==> src/rtl/fixed_integer_mdv_sequencer_pkg.sv <==
// mdv_pkg: sequencer state encoding and size helpers shared by the MDV sequencer files
package mdv_pkg;
  typedef enum logic [2:0] {IDLE, LOAD, READY, FEED, WAIT, CAPT, DRAIN} state_t;
  function automatic int beats(input int width, input int mults);
    return width / mults;
  endfunction
  function automatic int nload(input int height, input int width, input int mults);
    return height * beats(width, mults);
  endfunction
endpackage

==> src/rtl/fixed_integer_mdv_sequencer_if.sv <==
// fixed_integer_mdv_sequencer_if: valid/ready stream with a last marker
interface fixed_integer_mdv_sequencer_if #(parameter int W = 16);
  logic valid;
  logic ready;
  logic last;
  logic [W-1:0] data;
  modport master(output valid, data, last, input ready);
  modport slave(input valid, data, last, output ready);
endinterface

==> src/rtl/fixed_integer_mdv_sequencer_result_buffer.sv <==
// mdv_result_buffer: HEIGHT-deep result store, filled by write index and replayed over valid/ready
module mdv_result_buffer
  import mdv_pkg::*;
#(
  parameter int BITS   = 16,
  parameter int HEIGHT = 10
) (
  input  logic            clk,
  input  logic            rst,
  input  logic            wr_en,
  input  logic [BITS-1:0] wr_data,
  output logic            wr_last,
  input  logic            rd_en,
  fixed_integer_mdv_sequencer_if.master m
);
  localparam int IW = $clog2(HEIGHT + 1);
  logic [BITS-1:0] mem [HEIGHT];
  logic [IW-1:0] wr_idx, rd_idx;
  assign wr_last = wr_idx == IW'(HEIGHT - 1);
  assign m.valid = rd_en;
  assign m.last  = rd_en && rd_idx == IW'(HEIGHT - 1);
  assign m.data  = rd_en ? mem[rd_idx] : '0;
  always_ff @(posedge clk or posedge rst)
    if (rst) begin
      wr_idx <= '0;
      rd_idx <= '0;
    end else begin
      if (wr_en) wr_idx <= wr_last ? '0 : wr_idx + IW'(1);
      if (m.valid && m.ready) rd_idx <= m.last ? '0 : rd_idx + IW'(1);
    end
  always_ff @(posedge clk)
    if (wr_en) mem[wr_idx] <= wr_data;
endmodule

==> src/rtl/fixed_integer_mdv_sequencer.sv <==
// fixed_integer_mdv_sequencer: loads MDV weights from RAM, feeds one vector at a time, replays results
module fixed_integer_mdv_sequencer
  import mdv_pkg::*;
#(
  parameter int BITS    = 16,
  parameter int WIDTH   = 40,
  parameter int HEIGHT  = 10,
  parameter int MULTS   = 2,
  parameter int TIMEOUT = 255,
  localparam int BEATS  = beats(WIDTH, MULTS),
  localparam int NLOAD  = nload(HEIGHT, WIDTH, MULTS),
  localparam int AW     = $clog2(NLOAD)
) (
  input  logic                        clk,
  input  logic                        rst,
  input  logic                        start_load,
  output logic                        load_done,
  output logic                        busy,
  output logic                        w_rd_en,
  output logic [AW-1:0]               w_addr,
  input  logic [MULTS-1:0][BITS-1:0]  w_data,
  fixed_integer_mdv_sequencer_if.slave  s,
  fixed_integer_mdv_sequencer_if.master m,
  output logic                        dp_load_matrix,
  output logic [MULTS-1:0][BITS-1:0]  dp_matrix_a_in,
  output logic                        dp_in_valid,
  output logic [MULTS-1:0][BITS-1:0]  dp_vector_b,
  input  logic                        dp_out_valid,
  input  logic [BITS-1:0]             dp_c,
  output logic                        err_timeout
);
  localparam int LW = $clog2(NLOAD + 1);
  localparam int BW = $clog2(BEATS + 1);
  localparam int TW = $clog2(TIMEOUT + 1);
  state_t state, nxt;
  logic [LW-1:0] ld_cnt;
  logic [BW-1:0] beat;
  logic [TW-1:0] tmr;
  logic loaded, accept, ld_end, feed_end, tmo, wr_en, wr_last;
  assign accept   = start_load && (state == IDLE || state == READY);
  // LOAD lingers one cycle past the last read so the delayed load strobe finishes before READY
  assign w_rd_en  = state == LOAD && ld_cnt < LW'(NLOAD);
  assign ld_end   = state == LOAD && ld_cnt == LW'(NLOAD);
  assign w_addr   = w_rd_en ? ld_cnt[AW-1:0] : '0;
  assign busy     = !(state == IDLE || state == READY);
  assign s.ready  = state == FEED;
  assign dp_in_valid    = s.valid && s.ready;
  assign dp_vector_b    = dp_in_valid ? s.data : '0;
  assign dp_matrix_a_in = dp_load_matrix ? w_data : '0;
  assign feed_end = dp_in_valid && beat == BW'(BEATS - 1);
  assign tmo      = state == WAIT && !dp_out_valid && tmr == TW'(TIMEOUT - 1);
  assign wr_en    = dp_out_valid && (state == WAIT || state == CAPT);
  always_comb begin
    nxt = state;
    case (state)
      IDLE:    nxt = accept ? LOAD : IDLE;
      LOAD:    nxt = ld_end ? READY : LOAD;
      READY:   nxt = accept ? LOAD : (s.valid && loaded) ? FEED : READY;
      FEED:    nxt = feed_end ? WAIT : FEED;
      WAIT:    nxt = wr_en ? (wr_last ? DRAIN : CAPT) : tmo ? READY : WAIT;
      CAPT:    nxt = (wr_en && wr_last) ? DRAIN : CAPT;
      DRAIN:   nxt = (m.valid && m.ready && m.last) ? READY : DRAIN;
      default: nxt = IDLE;
    endcase
  end
  always_ff @(posedge clk or posedge rst)
    if (rst) begin
      state          <= IDLE;
      ld_cnt         <= '0;
      beat           <= '0;
      tmr            <= '0;
      loaded         <= 1'b0;
      load_done      <= 1'b0;
      dp_load_matrix <= 1'b0;
      err_timeout    <= 1'b0;
    end else begin
      state          <= nxt;
      ld_cnt         <= state == LOAD ? ld_cnt + LW'(1) : '0;
      beat           <= dp_in_valid ? (feed_end ? '0 : beat + BW'(1)) : beat;
      tmr            <= state == WAIT ? tmr + TW'(1) : '0;
      loaded         <= loaded || ld_end;
      load_done      <= ld_end;
      dp_load_matrix <= w_rd_en;
      err_timeout    <= accept ? 1'b0 : (err_timeout || tmo);
    end
  mdv_result_buffer #(.BITS(BITS), .HEIGHT(HEIGHT)) u_buf (
    .clk(clk), .rst(rst), .wr_en(wr_en), .wr_data(dp_c), .wr_last(wr_last),
    .rd_en(state == DRAIN), .m(m)
  );
  // MDV only produces results after a full vector, so anything else is an integration error
  a_stray_result: assert property (@(posedge clk) disable iff (rst)
    dp_out_valid |-> state inside {WAIT, CAPT});
endmodule
==> src/flat_wrapper.sv <==
// flat-port wrapper written by rule: the top's interface ports become plain ports
module fixed_integer_mdv_sequencer_flat import mdv_pkg::*;
#(
  parameter int BITS    = 16,
  parameter int WIDTH   = 40,
  parameter int HEIGHT  = 10,
  parameter int MULTS   = 2,
  parameter int TIMEOUT = 255,
  localparam int BEATS  = beats(WIDTH, MULTS),
  localparam int NLOAD  = nload(HEIGHT, WIDTH, MULTS),
  localparam int AW     = $clog2(NLOAD)
)
  (clk, rst, start_load, load_done, busy, w_rd_en, w_addr, w_data, dp_load_matrix, dp_matrix_a_in, dp_in_valid, dp_vector_b, dp_out_valid, dp_c, err_timeout, s_valid, s_data, s_last, s_ready, m_valid, m_data, m_last, m_ready);
  fixed_integer_mdv_sequencer_if s_i ();
  fixed_integer_mdv_sequencer_if m_i ();
  input  logic clk;
  input  logic rst;
  input  logic start_load;
  output logic load_done;
  output logic busy;
  output logic w_rd_en;
  output logic [AW-1:0] w_addr;
  input  logic [MULTS-1:0][BITS-1:0] w_data;
  output logic dp_load_matrix;
  output logic [MULTS-1:0][BITS-1:0] dp_matrix_a_in;
  output logic dp_in_valid;
  output logic [MULTS-1:0][BITS-1:0] dp_vector_b;
  input  logic dp_out_valid;
  input  logic [BITS-1:0] dp_c;
  output logic err_timeout;
  input wire logic [$bits(s_i.valid)-1:0] s_valid;
  input wire logic [$bits(s_i.data)-1:0] s_data;
  input wire logic [$bits(s_i.last)-1:0] s_last;
  output wire logic [$bits(s_i.ready)-1:0] s_ready;
  output wire logic [$bits(m_i.valid)-1:0] m_valid;
  output wire logic [$bits(m_i.data)-1:0] m_data;
  output wire logic [$bits(m_i.last)-1:0] m_last;
  input wire logic [$bits(m_i.ready)-1:0] m_ready;
  assign s_i.valid = s_valid;
  assign s_i.data = s_data;
  assign s_i.last = s_last;
  assign s_ready = s_i.ready;
  assign m_valid = m_i.valid;
  assign m_data = m_i.data;
  assign m_last = m_i.last;
  assign m_i.ready = m_ready;
  fixed_integer_mdv_sequencer #(.BITS(BITS), .WIDTH(WIDTH), .HEIGHT(HEIGHT), .MULTS(MULTS), .TIMEOUT(TIMEOUT)) u_core (.clk(clk), .rst(rst), .start_load(start_load), .load_done(load_done), .busy(busy), .w_rd_en(w_rd_en), .w_addr(w_addr), .w_data(w_data), .s(s_i), .m(m_i), .dp_load_matrix(dp_load_matrix), .dp_matrix_a_in(dp_matrix_a_in), .dp_in_valid(dp_in_valid), .dp_vector_b(dp_vector_b), .dp_out_valid(dp_out_valid), .dp_c(dp_c), .err_timeout(err_timeout));
endmodule
==> config.mk <==
export PLATFORM = sky130hd
export DESIGN_NAME = fixed_integer_mdv_sequencer_flat
export DESIGN_NICKNAME = d
export VERILOG_FILES = /design/src/rtl/fixed_integer_mdv_sequencer_pkg.sv /design/src/rtl/fixed_integer_mdv_sequencer_if.sv /design/src/rtl/fixed_integer_mdv_sequencer_result_buffer.sv /design/src/rtl/fixed_integer_mdv_sequencer.sv /design/src/flat_wrapper.sv
export SDC_FILE = /design/constraint.sdc
export NUM_CORES = 1
export LEC_CHECK = 0
export BUFFER_PORTS_ARGS = -buffer_cell sky130_fd_sc_hd__clkbuf_2
export CAP_MARGIN = 20
export CORE_ASPECT_RATIO = 1.2
export CORE_MARGIN = 2
export CORE_UTILIZATION = 35
export CTS_CLUSTER_DIAMETER = 50
export DETAILED_ROUTE_END_ITERATION = 6
export GPL_TIMING_DRIVEN = 0
export SLEW_MARGIN = 20
export SYNTH_ARGS = -nofsm -noshare
export SYNTH_HDL_FRONTEND = slang
export SYNTH_HIERARCHICAL = 1
export SYNTH_SLANG_ARGS = --single-unit
export TNS_END_PERCENT = 20
==> constraint.sdc <==
create_clock -name clk -period 7.1 [get_ports clk]
set_clock_uncertainty 0.15 [all_clocks]
set_input_delay 0.71 -clock clk [delete_from_list [all_inputs] [get_ports clk]]
set_output_delay 0.71 -clock clk [all_outputs]
set_load 0.05 [all_outputs]
==> run summary <==
Rows - 63
Worst hold margin - 0.1122 ns
Final HPWL DP - 14600 um
Routability Congestion - 0.7403
Routed len/inst - 17.46 um
Total wire length - 20360 um
Total grt overflow - 0
Post-layout util - 0.4345
Worst Setup Start Kind - flop
Async SR Flop Fraction - 0.1837
Total GRT Usage - 0.1541
Critical path type - flop to output pin
FMAX - 257.7 MHz
CP Capture Type - output pin
Multi-input combinational cell area - 2734 um^2
CP cell instances - buf_6 -> and3b_2 -> clkbuf_1 -> clkbuf_1 -> o311a_1 -> clkbuf_2
Max stage delay on crit path - 0.63 ns
Sw Pwr - 913.4 uW
Number of buffers and inverters on the critical path - 4
Port bufs - 150
Antenna violations before repair - 1
Final setup vio count - 0
Number of fill cells - 2257
Internal power - 1.931 mW
Clock tree root buffer cell - clkbuf_16
Worst-path clk slew - 0.07 ns
Core area - 24670 um^2
DRC errors left - 0
FF/Latch Area - 5705 um^2
Detail-routed via count per cell - 4.795
Tightest Pin Transition - 0.7856 ns
Non-filler cells, final - 1166
Clock buffer count from CTS - 17
DRT Pass-1 Iters - 4
Crit path required time - 6.24 ns
Critical path peak fanout - 10
Post-synth cell types - 55
Synth-to-Final Area Change - 22.58%
Post-synth EDFFs - 160
Worst skew pair latency - 0.42 ns
Cell area power density - 265.3 nW/um^2
Clock Sinks - 196
Post_cts resized - 0
Vias in the first global route - 5465
Die Ht - 177.2 um
Rel. slew slack - 0.4719
Top_reg_cell synth - edfxtp_1
Sequential Power Share - 0.469
HP Class - primary input to asynchronous set/reset pin
Delay-heaviest family, CP - buffers and inverters
Worst EP arrival - 3.02 ns
Nets - 906
Clock Power Share - 0.313
Design Area, Final - 10720 um^2
Layout cell share with drive strength beyond 1 - 0.3107
Avg Cell Area, Syn - 14.02 um^2
Final max-slew violation count - 0
Initial Util - 0.3545
Boundary pin count - 168
Switching Share - 0.3211
TritonCTS clock tree - done
Share of total power in combinational logic - 0.217
Post-route minimum period - 3.881 ns
Final Hold Vio Count - 0
Synth Instances - 624
Largest net degree at the start of global routing - 29
Post-DRT Antenna Nets - 0
Clock Path Buffers - 2
Setup TNS - 0 ns
CTS hold repair buffers - 0
Synth warn - 6
Vias - 5591
CP most frequent cell - clkbuf_1
Post-Syn Area - 8746 um^2
Sequential-to-total area share from yosys stat - 0.6524
Global-route wire length before repair - 30030 um
Post-CTS setup repair buffer count - 0
Placed Area - 10170 um^2
Synth Register Bits - 196
Final cycle utilization of the critical path - 0.5466
Placed Cells - 1134
RSZ-0062 raised after global routing - false
Die ar. - 26270 um^2
CP max stage cell - clkbuf_1
Worst IR Drop VDD - 0.1492 mV
Max-cap violations - 0
CTS H-tree lvls - 4
Iteration-0 DRC Markers - 278
Chip width - 148.3 um
P_leak - 4.145 nW
Status - completed
==> stage by stage <==
| stage | worst slack (ns) | total power, mW |
|---|---|---|
| finish | 3.219 | 2.844 |
| global route | 3.130 | 2.956 |
| CTS | 3.272 | 2.870 |
| detailed placement | 3.727 | 1.986 |
| global placement | 1.281 | 1.978 |
| floorplan | 3.668 | 1.819 |
==> worst paths after layout <==
| check | start | to | slack, ns | cells after the start |
|---|---|---|---|---|
| min in group clk | u_core/loaded | u_core/loaded | 0.32 | 1 |
| worst max register to register | u_core/state[2] | u_core/u_buf/mem[0][10] | 4.17 | 7 |
| worst min-delay path | rst | u_core/u_buf/rd_idx[3] | 0.11 | 2 |
| worst max-delay path | u_core/state[0] | m_data[14] | 3.22 | 6 |
| worst min register to register | u_core/loaded | u_core/loaded | 0.32 | 1 |
| max in group asynchronous | rst | u_core/tmr[1] | 6.16 | 2 |
==> power by group through the flow <==
stage / sequential, mW / clock, mW / combinational [mW]
after floorplan: 1.36 / 0 / 0.461
final: 1.34 / 0.891 / 0.618
after global placement: 1.36 / 0 / 0.617
after global routing: 1.34 / 0.954 / 0.660
after detailed placement: 1.36 / 0 / 0.626
after CTS: 1.34 / 0.909 / 0.626
==> state kept, by name, indices dropped and copies added, names as in the netlist <==
register	flops
u_core/dp_load_matrix	1
u_core/loaded	1
u_core/tmr	8
u_core/beat	5
u_core/load_done	1
u_core/ld_cnt	8
u_core/u_buf/wr_idx	4
u_core/state	3
u_core/u_buf/mem	160
u_core/err_timeout	1
u_core/u_buf/rd_idx	4
==> per-layer routing <==
| layer | global-route usage | wire, um |
|---|---|---|
| met1 | 0.1792 | 8032 |
| met2 | 0.2795 | 10620 |
| met3 | 0.03428 | 1418 |
| met4 | 0.05278 | 283 |
| met5 | 0 | 0 |
==> layout make-up <==
type,instances,area share
Clock buffer,17,0.03968
Multi-Input combinational cell,377,0.2550
Clock inverter,14,0.01120
Sequential cell,196,0.5322
Antenna cell,1,0.0002334
Buffer,54,0.03373
Tap cell,325,0.03793
Inverter,12,0.004202
Timing Repair Buffer,170,0.08578
==> cells in the final DEF, fill, tap and decap left out, types with 17 or more instances in the layout <==
cell | synthesis | routed
nand2_1 | 27 | 27
dfrtp_1 | 36 | 36
and2_1 | 58 | 58
nor2_1 | 33 | 29
mux2i_1 | 80 | 80
clkbuf_16 | 0 | 17
buf_4 | 22 | 31
clkbuf_2 | 2 | 152
edfxtp_1 | 160 | 160
==> logic make-up (layout without fill, tap and decap cells) <==
kind of cell    after synthesis  after routing  synth area share
simple gates                180            180            0.1153
fa+ha+maj                     7              7           0.01001
xor+xnor                      9              9          0.009012
compound gates               82             82           0.07096
buf+inv                      66            267           0.04650
flops                       196            196            0.6524
mux                          83             83           0.09542
other cells                   1             17         0.0004288
==> Yosys cell counts (all sizes together) (3+ instances only) <==
cell / number / area, um^2
xor2: 5 / 43.79
nor3: 4 / 20.02
nor2b: 6 / 37.54
nand2: 27 / 101.4
or3: 8 / 55.05
o311a: 16 / 160.2
o21bai: 16 / 120.1
and4b: 4 / 40.04
o21ai: 11 / 55.05
ha: 7 / 87.58
and3b: 3 / 27.53
nand3: 11 / 55.05
nand2b: 4 / 25.02
a21o: 3 / 22.52
nor2: 33 / 123.9
mux2i: 80 / 800.8
nor4b: 3 / 26.28
dfrtp: 36 / 900.9
inv: 12 / 45.04
buf: 38 / 295.3
edfxtp: 160 / 4805
xnor2: 4 / 35.03
nand4: 7 / 43.79
o22ai: 16 / 100.1
clkbuf: 16 / 66.32
a21oi: 7 / 35.03
mux2: 3 / 33.78
and2: 58 / 362.9
(Power assumes the default switching activity.)
